File: config.mk
export PLATFORM = sky130hd
export DESIGN_NAME = if_stage
export DESIGN_NICKNAME = d
export VERILOG_FILES = /design/src/rtl/if_stage.sv
export SDC_FILE = /design/constraint.sdc
export NUM_CORES = 1
export LEC_CHECK = 0
export CAP_MARGIN = 0
export CORE_ASPECT_RATIO = 1.5
export CORE_MARGIN = 3
export CORE_UTILIZATION = 34
export DETAILED_ROUTE_END_ITERATION = 8
export GPL_ROUTABILITY_DRIVEN = 0
export PLACE_DENSITY = 0.65
export SYNTH_ARGS = -nofsm -noshare
export SYNTH_HDL_FRONTEND = slang
export SYNTH_SLANG_ARGS = --single-unit
File: constraint.sdc
create_clock -name clk_i -period 3.35 [get_ports clk_i]
set_input_delay 0.67 -clock clk_i [delete_from_list [all_inputs] [get_ports clk_i]]
set_output_delay 0.67 -clock clk_i [all_outputs]
set_load 0.02 [all_outputs]
File: src/rtl/if_stage.sv
// if_stage: RISC-V instruction fetch stage with PC, IF/ID register, stall/flush handling and fetch counter.
module if_stage #(
  parameter logic [31:0] RESET_PC  = 32'h00000000,
  parameter logic [31:0] NOP_INSTR = 32'h00000013
) (
  input  logic        clk_i,
  input  logic        rst_i,
  input  logic        start_i,
  input  logic        stall_i,
  input  logic        flush_i,
  input  logic [31:0] branch_target_i,
  output logic [31:0] imem_addr_o,
  input  logic [31:0] imem_instr_i,
  output logic [31:0] pc_o,
  output logic [31:0] ifid_pc_o,
  output logic [31:0] ifid_instr_o,
  output logic        ifid_valid_o,
  output logic [31:0] fetch_count_o
);
  typedef enum logic {IDLE, RUN} state_t;
  state_t      state, state_n;
  logic [31:0] pc_n, ifid_pc_n, ifid_instr_n, fetch_count_n;
  logic        ifid_valid_n, bubble, load;
  assign imem_addr_o = pc_o;
  always_ff @(posedge clk_i) begin
    if (rst_i) begin
      state         <= IDLE;
      pc_o          <= RESET_PC;
      ifid_pc_o     <= '0;
      ifid_instr_o  <= NOP_INSTR;
      ifid_valid_o  <= 1'b0;
      fetch_count_o <= '0;
    end else begin
      state         <= state_n;
      pc_o          <= pc_n;
      ifid_pc_o     <= ifid_pc_n;
      ifid_instr_o  <= ifid_instr_n;
      ifid_valid_o  <= ifid_valid_n;
      fetch_count_o <= fetch_count_n;
    end
  end
  // Priority in RUN: stop > flush > stall > normal fetch; IDLE ignores flush and stall.
  always_comb begin
    state_n = state;
    bubble  = 1'b0;
    load    = 1'b0;
    pc_n    = pc_o;
    if (state == IDLE) begin
      state_n = start_i ? RUN : IDLE;
      bubble  = 1'b1;
    end else if (!start_i) begin
      state_n = IDLE;
      bubble  = 1'b1;
    end else if (flush_i) begin
      pc_n   = branch_target_i & ~32'h3;
      bubble = 1'b1;
    end else if (!stall_i) begin
      pc_n = pc_o + 32'd4;
      load = 1'b1;
    end
    ifid_pc_n     = bubble ? 32'h0 : load ? pc_o : ifid_pc_o;
    ifid_instr_n  = bubble ? NOP_INSTR : load ? imem_instr_i : ifid_instr_o;
    ifid_valid_n  = bubble ? 1'b0 : load ? 1'b1 : ifid_valid_o;
    fetch_count_n = load ? fetch_count_o + 32'd1 : fetch_count_o;
  end
endmodule

**After elaboration in Yosys (flattened, before gate mapping)**

Index checks and enable logic that the tools add are counted.

- Add/subtract/negate cells: 2
- Equal/unequal tests: 1
- Mux-type cells: 10
- Reduce and logical (&&, ||, !) cells: 2

Operators with widths:

| kind | count |
|---|---|
| $mux W32 | 2 |
| $add A32 B1 Y32 const B | 1 |
| $add A32 B3 Y32 const B | 1 |
| $mux W1 | 8 |
| $reduce_and A3 Y1 | 1 |
| $ne A2 B1 Y1 const B | 1 |
| $reduce_or A2 Y1 | 1 |

- Register bits after elaboration: 130
- Bits of input ports: 69
- Output and inout port bits: 161
- Word-level logic and storage cells: 21

**Logic depth before layout (Yosys ltp)**

Gate-level depths: netlist (run 1).

- Depth in word-level cells: 4
- Gate-level depth with buffers: 7
- Gate-level depth less buffers: 6

**Worst setup path after synthesis (run 1)**

No wires, ideal clock.

- Kind: input-to-reg
- Start point: input port stall_i
- End point: register fetch_count_o[31]
- Arrival: 2.180 ns
- Required time: 3.280 ns
- Slack: 1.100 ns
- Cell stages on the path: 7
- Path buffers: 2
- Cell sequence: buf_6 > nand4bb_1 > buf_4 > nor3_4 > nand3_4 > or4_1 > a21oi_1

- Word-level cells in the longest chain between the ends: 4

RTL lines:

| what | RTL line | RTL |
|---|---|---|
| start, declared | 9 | `input logic stall_i,` |
| $mux W1 | 57 | `end else if (!stall_i) begin` |
| $mux W1 | 54 | `end else if (flush_i) begin` |
| $mux W1 | 51 | `end else if (!start_i) begin` |
| $mux W1 | 48 | `if (state == IDLE) begin` |
| end signal, assigned | 39 | `fetch_count_o <= fetch_count_n;` |
| end, declared | 18 | `output logic [31:0] fetch_count_o` |

No other way between the ends.
A chain may end at the register's enable or synchronous reset.

**Worst setup path in the final report (run 1)**

- Start point: input port start_i
- End point: register fetch_count_o[29]

- Word-level cells in the longest chain between the ends: 2

RTL lines:

| what | RTL line | RTL |
|---|---|---|
| start, declared | 8 | `input logic start_i,` |
| $mux W1 | 51 |  |
| $mux W1 | 48 |  |

No other way between the ends.

==> results.sh, run 1 <==
export IMPL_power_leakage_nw=3.18
export IMPL_antenna_cells=0
export IMPL_crit_start="start_i"
export IMPL_yosysTopAreaCell="dfxtp_1"
export IMPL_synth_seq_area_share=0.437
export IMPL_clk_pin_slew_ns=0.06
export IMPL_skew_ns=0.0130
export IMPL_avgSynthCellArea_um2=9.17
export IMPL_irDropWorstVdd_mv=0.228
export IMPL_syn_cell_area_um2=5770
export IMPL_fin_crit_ns=2.46
export IMPL_synthCells=629
export IMPL_relSlewSlack=0.503
export IMPL_endpoint_kind="flop"
export IMPL_synth_top_family_by_area="compound AO/OA/AOI/OAI gates"
export IMPL_dieArea_um2=18600
export IMPL_drc=0
export IMPL_synth_compound_area_frac=0.224
export IMPL_synthAdderAreaFrac=0.00434
export IMPL_yosys_area_share_simple=0.203
export IMPL_r2r_end="imem_addr_o[29]"
export IMPL_final_cell_mix="clkdlybuf4s50_1 (218), dfxtp_1 (126), o221a_2 (57), nor2_1 (53), nand2_1 (49)"
export IMPL_fp_row_count=57
export IMPL_vias_per_cell=5.54
export IMPL_grt_pass1_vias=5772
export IMPL_timing_rr_start="imem_addr_o[4]"
export IMPL_timing_final_crit_share=0.735
export IMPL_netlist_area_leader_share=0.437
export IMPL_start_util=0.352
export IMPL_antenna_found_initial=0
export IMPL_rsz0062_at_grt="no"
export IMPL_antenna_left=0
export IMPL_synth_distinct_cells=60
export IMPL_grt_overflow=0
export IMPL_worst_r2r_cell_count=5
export IMPL_tightest_slew_ns=0.745
export IMPL_p_total_mw=3.76
export IMPL_synthTopCellsByArea="dfxtp_1 (44%), o221a_2 (11%), buf_4 (4.8%)"
export IMPL_slowest_stage="clkdlybuf4s50_1"
export IMPL_rrSetupSlack_ns=0.95
export IMPL_synth_edff_count=0
export IMPL_clockBufferDepth=2
export IMPL_ios=230
export IMPL_hpwl_mm=13.5
export IMPL_drt_initial_drc_count=374
export IMPL_grt_pass1_wl_mm=30.3
export IMPL_grt_usage=0.202
export IMPL_crit_required_ns=3.68
export IMPL_clock_sinks=126
export IMPL_cts_resized=0
export IMPL_dr_pass1_iters=5
export IMPL_io_buffers=221
export IMPL_critPathMaxStageDelay_ns=0.56
export IMPL_timing_critical_path_buf_inv=2
export IMPL_finalHoldViolCount=0
export IMPL_wl_mm=19.2
export IMPL_postCtsSetupRepairBufs=0
export IMPL_htreeDepth=4
export IMPL_post_drt_wl_per_cell_um=18.8
export IMPL_grt_max_degree=44
export IMPL_finalSetupViolations=0
export IMPL_cpLargestDelayFamily="simple AND/OR/NAND/NOR gates"
export IMPL_final_common_cell="clkdlybuf4s50_1"
export IMPL_core_um2=16400
export IMPL_nets=877
export IMPL_synth_flop_cell="dfxtp_1"
export IMPL_seq_area_um2=2520
export IMPL_clk_latency_ns=0.42
export IMPL_area_growth_pct=47.5
export IMPL_crit_arrival_ns=2.80
export IMPL_critical_path_class="in -> reg"
export IMPL_powerDensity_nw_per_um2=442
export IMPL_maxCapViolations=0
export IMPL_die_w_um=112
export IMPL_tns_ns=0
export IMPL_start_kind="input port"
export IMPL_slew_viol_final=0
export IMPL_critical_path_cell_chain="clkdlybuf4s50_1 -> nand4bb_1 -> nor3_4 -> buf_4 -> nand4_1 -> or3_1 -> a21oi_1"
export IMPL_synth_xor_area_frac=0.0349
export IMPL_min_from="ifid_instr_o[4]"
export IMPL_drive_above_1_share=0.137
export IMPL_max_clock_freq_mhz=406
export IMPL_cts_buffers=17
export IMPL_hold_path_depth=1
export IMPL_cts_tree="built"
export IMPL_vias=5666
export IMPL_fillers=1518
export IMPL_multi_input_area_um2=2810
export IMPL_outcome="finished clean"
export IMPL_cts_hold_buf=0
export IMPL_crit_fanout=9
export IMPL_ys_ff_latch=126
export IMPL_min_to="ifid_instr_o[4]"
export IMPL_yosys_warnings=0
export IMPL_hp_class="reg -> reg"
export IMPL_die_h_um=166
export IMPL_async_reset_ff_frac=0
export IMPL_synthMuxAreaShare=0.0143
export IMPL_cts_root_buf="clkbuf_16"
-- logic make-up (layout without fill, tap and decap cells) --
logic type / Yosys count / in the layout
AOI/OAI and AO/OA: 156 / 156
xor gates and xnor gates: 23 / 23
adders and majority gates: 2 / 2
buffers and inverters: 85 / 268
DFF: 126 / 126
muxes: 8 / 8
other: 1 / 6
and+or+nand+nor: 228 / 228
-- final cells by class --
class,count,share of cell area
Multi-Input combinational cell,423,0.330
Sequential cell,126,0.297
Tap cell,206,0.0303
Inverter,4,0.00176
Timing Repair Buffer,234,0.270
Clock inverter,10,0.0194
Clock buffer,20,0.0525
-- synth_stat cells, drive strengths merged (3+ instances only) --
cell,instances
xor2,17
o31ai,4
nand2,50
o21ai,17
a31oi,9
nor3b,3
and3,12
a21o,7
nor2,53
nand3,36
o211ai,5
a21oi,26
dfxtp,126
nor3,18
a221o,4
and4,5
mux2i,6
nor4,3
xnor2,6
or3,9
or4,3
o221a,57
nor2b,6
nand4,24
inv,4
buf,43
clkbuf,38
a211oi,7
-- per-layer routing --
metal / share of wire / GRT usage / vias up
met5: 0 / 0 / -
met4: 0.025 / 0.0787 / 0
met3: 0.069 / 0.0580 / 38
met2: 0.50 / 0.346 / 243
met1: 0.40 / 0.240 / 2712
li1: - / - / 2673
-- through the flow --
stage | cells | worst slack (ns) | hold slack (ns) | util | instance area, um^2
finish | 1023 | 0.886 | 0.484 | 0.519 | 8510
global route | 1023 | 0.708 | 0.509 | 0.519 | 8510
CTS | 1023 | 0.873 | 0.483 | 0.519 | 8510
detailed placement | 993 | 0.441 | 0.459 | 0.481 | 7900
global placement | 993 | 0.497 | 0.452 | 0.481 | 7900
floorplan | 634 | 1.10 | 0.551 | - | 5790
-- how the worst max path moves through the flow --
stage / end / slack [ns] / cells after the start
6_report: fetch_count_o[29] / 0.89 / 7
5_1_grt: fetch_count_o[29] / 0.71 / 7
4_1_cts: fetch_count_o[29] / 0.87 / 7
3_5_place_dp: fetch_count_o[29] / 0.44 / 7
3_3_place_gp: fetch_count_o[29] / 0.50 / 7
2_1_floorplan: fetch_count_o[31] / 1.10 / 7
-- registers in the layout, indices dropped and copies added, names as in the netlist --
name,count
fetch_count_o,32
ifid_instr_o,32
ifid_pc_o,30
imem_addr_o,30
ifid_valid_o,1
state,1
-- report_power, final --
| part | total (mW) | switching, mW | internal, mW | leakage, nW |
|---|---|---|---|---|
| combinational | 0.281 | 0.142 | 0.138 | 1.88 |
| clock | 1.94 | 0.682 | 1.26 | 0.288 |
| sequential | 1.54 | 0.0293 | 1.51 | 1.02 |
| total | 3.76 | 0.854 | 2.91 | 3.18 |
No activity file was read; power rests on OpenSTA's default activity.
==> run 2: changes to the inputs <==
Settings changed: PLACE_DENSITY 0.65 to 0.68.
Clock period 3.35 ns to 2 ns, I/O delays scaled along.
==> results.sh, run 2 (synthesized netlist as in run 1, its figures left out) <==
export IMPL_switching_share=0.228
export IMPL_hpwl_mm=13.9
export IMPL_power_frac_seq=0.388
export IMPL_worst_r2r_cell_count=6
export IMPL_timing_final_crit_share=0.970
export IMPL_irDropWorstVdd_mv=0.468
export IMPL_nets=942
export IMPL_cts_hold_buf=0
export IMPL_io_buffers=221
export IMPL_fillers=1495
export IMPL_antenna_found_initial=1
export IMPL_maxCapViolations=0
export IMPL_antenna_left=0
export IMPL_finalNonFillerCells=1091
export IMPL_vias_per_cell=5.38
export IMPL_finalHoldViolCount=0
export IMPL_hp_class="in -> reg"
export IMPL_cts_tree="built"
export IMPL_cts_root_buf="clkbuf_16"
export IMPL_area_growth_pct=58.4
export IMPL_post_drt_wl_per_cell_um=17.8
export IMPL_grt_overflow=0
export IMPL_critical_path_class="reg -> out"
export IMPL_dr_pass1_iters=5
export IMPL_clockBufferDepth=2
export IMPL_crit_required_ns=1.60
export IMPL_clock_sinks=126
export IMPL_p_total_mw=6.60
export IMPL_final_common_cell="clkdlybuf4s50_1"
export IMPL_r2r_end="imem_addr_o[29]"
export IMPL_endpoint_kind="output pin"
export IMPL_timing_rr_start="imem_addr_o[2]"
export IMPL_finalSetupViolations=0
export IMPL_cp_endpoint="imem_addr_o[8]"
export IMPL_start_kind="flop"
export IMPL_ios=230
export IMPL_grt_usage=0.205
export IMPL_rrSetupSlack_ns=0.17
export IMPL_core_um2=16400
export IMPL_reg_top3="fetch_count_o (32), ifid_instr_o (32)"
export IMPL_power_frac_comb=0.083
export IMPL_grt_pass1_wl_mm=30.3
export IMPL_internal_power_mw=5.10
export IMPL_skew_ns=0.00759
export IMPL_postCtsSetupRepairBufs=0
export IMPL_slew_viol_final=0
export IMPL_drive_above_1_share=0.210
export IMPL_crit_start="imem_addr_o[8]"
export IMPL_crit_fanout=4
export IMPL_die_w_um=112
export IMPL_fin_crit_ns=1.94
export IMPL_cts_buffers=17
export IMPL_powerDensity_nw_per_um2=722
export IMPL_grt_max_degree=45
export IMPL_dieArea_um2=18600
export IMPL_wl_mm=19.4
export IMPL_htreeDepth=4
export IMPL_rsz0062_at_grt="no"
export IMPL_drc=0
export IMPL_die_h_um=166
export IMPL_max_clock_freq_mhz=515
export IMPL_power_frac_clock=0.529
export IMPL_clk_latency_ns=0.42
export IMPL_grt_pass1_vias=5668
export IMPL_power_leakage_nw=3.70
export IMPL_vias=5871
export IMPL_dp_cells=1058
export IMPL_final_cell_mix="clkdlybuf4s50_1 (210), dfxtp_1 (122), buf_4 (73), o221a_2 (57), nor2_1 (53)"
export IMPL_fp_row_count=57
export IMPL_tns_ns=0
export IMPL_switching_power_mw=1.50
export IMPL_outcome="finished clean"
export IMPL_drt_initial_drc_count=321
export IMPL_start_util=0.352
export IMPL_clk_pin_slew_ns=0.06
export IMPL_crit_arrival_ns=1.54
run 2: final cells by class:
cell class | count | area, um^2 | share of cell area
repair buffers | 299 | 2860 | 0.313
clock buffers | 19 | 453 | 0.0496
clock inverters | 13 | 210 | 0.0230
inverters | 4 | 15.0 | 0.00164
flip-flops and latches | 126 | 2530 | 0.277
multi-input cells | 423 | 2820 | 0.308
diodes | 1 | 2.50 | 0.000274
well taps | 206 | 258 | 0.0282
run 2: worst min path at each step:
stage               slack (ns)         start                to  cells past startpoint
global placement          0.45  ifid_valid_o      ifid_valid_o                      1
floorplan                 0.53       start_i             state                      1
CTS                       0.30         rst_i  fetch_count_o[0]                      2
detailed placement        0.46  ifid_valid_o      ifid_valid_o                      1
global route              0.33         rst_i  fetch_count_o[1]                      2
finish                    0.31         rst_i  fetch_count_o[0]                      2
run 2: power groups by stage:
stage                     registers [mW]  logic, mW  clock network (mW)
final                               2.56      0.547                3.49
after global routing                2.56      0.585                3.65
after CTS                           2.56      0.550                3.55
after detailed placement            2.62      0.548                   0
after global placement              2.61      0.545                   0
after floorplan                     2.65      0.220                   0
run 2: worst max-delay path, cell delays in order, from the launching register on:
cell and delay [ns]:
dfxtp_1 0.33, buf_4 0.16, clkdlybuf4s50_1 0.63
run 2: stage by stage:
step / setup WS [ns] / hold slack (ns) / utilization / area (um^2)
after detailed placement: -0.227 / 0.460 / 0.515 / 8450
after floorplan: 0.0172 / 0.528 / - / 5790
after global placement: -0.190 / 0.454 / 0.515 / 8450
after CTS: 0.00127 / 0.303 / 0.556 / 9120
after global routing: 0.000206 / 0.331 / 0.557 / 9140
final: 0.0598 / 0.314 / 0.557 / 9140
run 2: layer usage:
metal / wire, um / track usage / share of wire
met1: 7770 / 0.243 / 0.40
met2: 9730 / 0.351 / 0.50
met3: 1390 / 0.0561 / 0.072
met4: 495 / 0.0826 / 0.026
met5: 0 / 0 / 0
run 2: what timing repair did:
| action | CTS | global route |
|---|---|---|
| resized for setup | 5 | 8 |
| hold endpoints to repair | 0 | 0 |
| endpoints found under the setup margin | 8 | 10 |
==> run 3: changes to the inputs <==
Settings changed: PLACE_DENSITY 0.68 to 0.65.
Clock period 2 ns to 2.3 ns, I/O delays scaled along.
==> results.sh, run 3 (synthesized netlist as in run 1, its figures left out) <==
export IMPL_vias_per_cell=5.48
export IMPL_finalHoldViolCount=0
export IMPL_drc=0
export IMPL_clk_latency_ns=0.41
export IMPL_fin_crit_ns=2.10
export IMPL_timing_rr_start="imem_addr_o[2]"
export IMPL_reg_top3="fetch_count_o (32), ifid_instr_o (32)"
export IMPL_wl_mm=19.4
export IMPL_hpwl_mm=13.8
export IMPL_clock_sinks=126
export IMPL_critPathMaxStageDelay_ns=0.70
export IMPL_place_area_um2=8210
export IMPL_antenna_left=0
export IMPL_core_um2=16400
export IMPL_max_clock_freq_mhz=475
export IMPL_crit_required_ns=1.84
export IMPL_timing_critical_path_buf_inv=1
export IMPL_finalSetupViolations=0
export IMPL_antenna_found_initial=0
export IMPL_grt_max_degree=62
export IMPL_powerDensity_nw_per_um2=605
export IMPL_clk_pin_slew_ns=0.06
export IMPL_final_cell_mix="clkdlybuf4s50_1 (218), dfxtp_1 (126), o221a_2 (57), nor2_1 (53), nand2_1 (49)"
export IMPL_die_h_um=166
export IMPL_grt_usage=0.204
export IMPL_vias=5807
export IMPL_outcome="finished clean"
export IMPL_rsz0062_at_grt="no"
export IMPL_antenna_cells=0
export IMPL_final_core_util=0.536
export IMPL_cts_buffers=17
export IMPL_start_util=0.352
export IMPL_dieArea_um2=18600
export IMPL_start_kind="flop"
export IMPL_tns_ns=0
export IMPL_die_w_um=112
export IMPL_min_from="rst_i"
export IMPL_fp_row_count=57
export IMPL_grt_overflow=0
export IMPL_endpoint_kind="output pin"
export IMPL_worst_r2r_cell_count=6
export IMPL_irDropWorstVdd_mv=0.424
export IMPL_post_drt_wl_per_cell_um=18.3
export IMPL_crit_fanout=7
export IMPL_rrSetupSlack_ns=0.31
export IMPL_skew_ns=0.00691
export IMPL_drt_initial_drc_count=318
export IMPL_dr_pass1_iters=4
export IMPL_htreeDepth=4
export IMPL_grt_pass1_vias=5836
export IMPL_hold_path_depth=2
export IMPL_ios=230
export IMPL_min_to="fetch_count_o[2]"
export IMPL_crit_arrival_ns=1.64
export IMPL_hp_class="in -> reg"
export IMPL_cts_root_buf="clkbuf_16"
export IMPL_slowest_stage="clkdlybuf4s50_1"
export IMPL_cts_hold_buf=0
export IMPL_clockBufferDepth=2
export IMPL_nets=912
export IMPL_final_common_cell="clkdlybuf4s50_1"
export IMPL_cpLargestDelayFamily="buffers and inverters"
export IMPL_grt_pass1_wl_mm=30.5
export IMPL_critical_path_class="reg -> out"
export IMPL_finalHoldWorstSlack_ns=0.414
export IMPL_area_growth_pct=52.3
export IMPL_cts_resized=0
export IMPL_drive_above_1_share=0.174
export IMPL_io_buffers=221
export IMPL_power_leakage_nw=3.36
export IMPL_postCtsSetupRepairBufs=0
export IMPL_final_area_um2=8780
export IMPL_critical_path_cell_chain="clkdlybuf4s50_1"
export IMPL_cts_tree="built"
export IMPL_timing_final_crit_share=0.915
export IMPL_r2r_end="imem_addr_o[18]"
export IMPL_slew_viol_final=0
export IMPL_maxCapViolations=0
[run 3: cell count changes in the layout (fill, tap and decap cells not counted), moves of 2 or more]
cell / delta
dlygate4sd2_1: -2
clkdlybuf4s50_1: +8
clkbuf_1: +2
clkinv_2: +3
inv_6: -2
dlymetal6s2s_1: -6
bufinv_16: -3
dfxtp_2: -4
dfxtp_1: +4
buf_4: -29
[run 3: cell type report]
cell class	instances	area (um^2)
Multi-Input combinational cell	423	2810
Inverter	4	15.0
Sequential cell	126	2520
Fill cell	1530	7620
Clock inverter	11	116
Tap cell	206	258
Timing Repair Buffer	269	2610
Clock buffer	21	460
[run 3: routing by layer]
metal | global-route usage | share of wire | up-vias
met2 | 0.356 | 0.52 | 239
met5 | 0 | 0 | -
met3 | 0.0514 | 0.068 | 24
met1 | 0.243 | 0.40 | 2793
li1 | - | - | 2751
met4 | 0.0722 | 0.020 | 0
[run 3: worst max path at each step]
stage,endpoint,slack (ns),cells past startpoint,startpoint
after global routing,pc_o[23],0.14,1,imem_addr_o[23]
after CTS,pc_o[30],0.17,1,imem_addr_o[30]
after global placement,imem_addr_o[19],0.05,6,start_i
after detailed placement,imem_addr_o[19],-0.004,6,start_i
after floorplan,fetch_count_o[31],0.26,7,stall_i
final,pc_o[30],0.20,1,imem_addr_o[30]
[run 3: per-stage QoR]
step	power [mW]	cells	worst slack, ns
5_1_grt	5.50	1060	0.137
6_report	5.31	1060	0.197
4_1_cts	5.37	1060	0.170
3_3_place_gp	2.72	1028	0.0516
3_5_place_dp	2.73	1028	-0.00387
2_1_floorplan	2.49	634	0.260
[run 3: report_power, final]
part           switching, mW  internal, mW
clock network          0.984          1.64
logic                  0.227         0.223
registers             0.0282          2.20
==> variant, RTL diff (flow settings as in run 2) <==
Register the input `branch_target_i` before use. The logic sees it one clock later. The other inputs are not delayed to match.
--- a/src/rtl/if_stage.sv
+++ b/src/rtl/if_stage.sv
@@ -18,6 +18,13 @@
   output logic [31:0] fetch_count_o
 );
   typedef enum logic {IDLE, RUN} state_t;
+
+  logic [31:0] branch_target_q;
+
+  always_ff @(posedge clk_i) begin
+    branch_target_q <= branch_target_i;
+  end
+
   state_t      state, state_n;
   logic [31:0] pc_n, ifid_pc_n, ifid_instr_n, fetch_count_n;
   logic        ifid_valid_n, bubble, load;
@@ -52,7 +59,7 @@
       state_n = IDLE;
       bubble  = 1'b1;
     end else if (flush_i) begin
-      pc_n   = branch_target_i & ~32'h3;
+      pc_n   = branch_target_q & ~32'h3;
       bubble = 1'b1;
     end else if (!stall_i) begin
       pc_n = pc_o + 32'd4;
Check against the original RTL: not equivalent (a bounded check fails within 4 cycles, from zero or initial values and one cycle with rst_i high).
==> variant against run 2 <==
- final area grew 12%
- core utilization decreased by 1.5 points
- fmax increased by 0.26%
- hold slack better by 100 ps
- clock power decreased by 8.9%
- power is 5.4% higher
- die area increased by 14%
- wire length is 16% higher
- area after synthesis grew 15%
- sequential cell count is 30 higher
- register-to-register slack worse by 90 ps
- setup slack gained 5.1 ps
- sequential power up 25%
==> variant: results (changes against run 2) <==
| Metric | Value |
|---|---|
| Status | finished clean |
| Largest net degree at the start of global routing | 63 (+40%) |
| Overall Power | 6.956 mW (+5.4%) |
| Seq/Total Area, Yosys | 0.4722 (+0.03498) |
| Layout Skew | 6.409 ps (-1.185 ps) |
| FF-to-FF setup slack | 80 ps (-90 ps) |
| Hold path depth | 1 (-1) |
| Synth area leaders | dfxtp_1, o221a_2, buf_4, a21oi_1, nand2_1 |
| Layout Nets | 1024 (+8.7%) |
| Slew margin rel. | 0.6003 |
| P_leak | 4.385 nW (+19%) |
| R2r endpoint | fetch_count_o[24] |
| Final wirelength | 22490 microns (+16%) |
| Yosys cell types | 64 (+6.7%) |
| H-tree lvl count | 4 (unchanged) |
| First-pass GRT wire length | 34930 microns (+15%) |
| Port Buf Inserts | 221 (unchanged) |
| Detail Route Antenna Nets | 0 (unchanged) |
| Starting DRC count in detailed routing | 434 (+35%) |
| Min Hold Slack | 415.3 ps (+101.6 ps) |
| Min-delay src | branch_target_i[9] |
| Worst Hold Class | primary input to flop |
| CP max stage cell | clkdlybuf4s50_1 |
| Worst path arrival time | 1540 ps (about the same) |
| Clock Path Buffers | 2 (unchanged) |
| Worst r2r src | fetch_count_o[13] |
| Commonest cells in the netlist | dfxtp_1, o221a_2, nand2_1, nor2_1, clkbuf_1 |
| Biggest regs | fetch_count_o (32), ifid_instr_o (32) |
| Synth Warn # | 0 (unchanged) |
| Dpl hpwl | 16580 microns (+19%) |
| Clock Latency Late Sink | 420 ps (about the same) |
| Max stage delay on crit path | 610 ps (-20 ps) |
| Vias in the first global route | 6431 (+13%) |
| R2R cell count | 5 (-1) |
| Hold EP | branch_target_q[9] |
| Clock-pin slew on the worst setup and hold paths | 60 ps (about the same) |
| Vias per cell | 5.448 (+1.2%) |
| Gr usage total | 0.2078 (+0.003078) |
| Pre-antenna DRT Iters | 5 (unchanged) |
| Share of layout cells above drive strength 1 | 0.2567 (+0.04632) |
| CTS buffer count | 17 (unchanged) |
| Dpl ws | -431.5 ps (-204.4 ps) |
| CTS root buf | clkbuf_16 |
| Fraction of registers with async set/reset | 0 (unchanged) |
| Max IR drop VDD | 0.0004284 V (-8.5%) |
| Critical path peak fanout | 5 (+1) |
| Initial antenna violation count | 1 (unchanged) |
variant: cell count changes in the layout (fill, tap and decap cells not counted), moves of 14 or more:
cell	before	now
buf_4	73	106
dfxtp_2	4	18
dlygate4sd2_1	2	25
clkdlybuf4s50_1	210	176
dfxtp_1	122	138
variant: routing by layer:
metal / track usage / share of wire / vias up
li1: - / - / 3138
met1: 0.2440 / 0.39 / 3183
met2: 0.3625 / 0.52 / 267
met3: 0.04733 / 0.055 / 53
met4: 0.08887 / 0.029 / 0
met5: 0 / 0 / -
variant: repair_timing:
| item | in CTS | in global routing |
|---|---|---|
| setup buffers | 0 | 6 |
| hold buffers | 0 | 0 |
| setup endpoints to repair | 32 | 35 |
| gates cloned | 0 | 0 |
| pin swaps | 0 | 4 |
| resized for setup | 32 | 28 |
variant: area by class of cell:
class | count | area [sq um]
diodes | 1 | 2.502
clock buffers | 20 | 436.7
clock inverters | 12 | 138.9
fillers | 1762 | 8638
inverters | 10 | 37.54
multi-input cells | 435 | 3034
flip-flops and latches | 156 | 3146
well taps | 252 | 315.3
repair buffers | 333 | 3103
variant: report_power, final:
| part | leakage, nW | switching [mW] | total, mW | internal [mW] |
|---|---|---|---|---|
| sequential | 1.28 | 0.0491 | 3.21 | 3.16 |
| combinational | 2.84 | 0.280 | 0.561 | 0.282 |
| clock | 0.268 | 1.33 | 3.18 | 1.85 |
variant: cells by family (layout without fill, tap and decap cells):
family                     Yosys count  in the layout  synth area share
AOI/OAI and AO/OA                  181            181            0.2251
and+or+nand+nor                    226            226            0.1884
other                                1              7         0.0005670
DFF                                156            156            0.4722
adders and majority gates            2              2          0.003783
muxes                               12             12           0.01986
xor gates and xnor gates             8              8           0.01059
buffers and inverters               98            375           0.07946
variant: how the worst max path moves through the flow:
| stage | cells after the start | slack (ps) | startpoint | to |
|---|---|---|---|---|
| finish | 2 | 60 | imem_addr_o[23] | pc_o[23] |
| CTS | 1 | 0.5 | imem_addr_o[27] | pc_o[27] |
| global route | 5 | -20 | fetch_count_o[11] | fetch_count_o[28] |
| floorplan | 5 | -20 | imem_addr_o[10] | imem_addr_o[30] |
| global placement | 6 | -420 | start_i | fetch_count_o[3] |
| detailed placement | 6 | -430 | start_i | fetch_count_o[11] |
variant: metrics by stage:
| stage | cells | instance area, sq um |
|---|---|---|
| finish | 1219 | 10210 |
| global route | 1219 | 10210 |
| CTS | 1212 | 10090 |
| detailed placement | 1180 | 9537 |
| global placement | 1180 | 9537 |
| floorplan | 689 | 6653 |
variant: worst max-delay path, delay by kind of cell (launching register included):
kind | cells | cell delay [ps]
buf+inv | 2 | 760
flops | 1 | 350
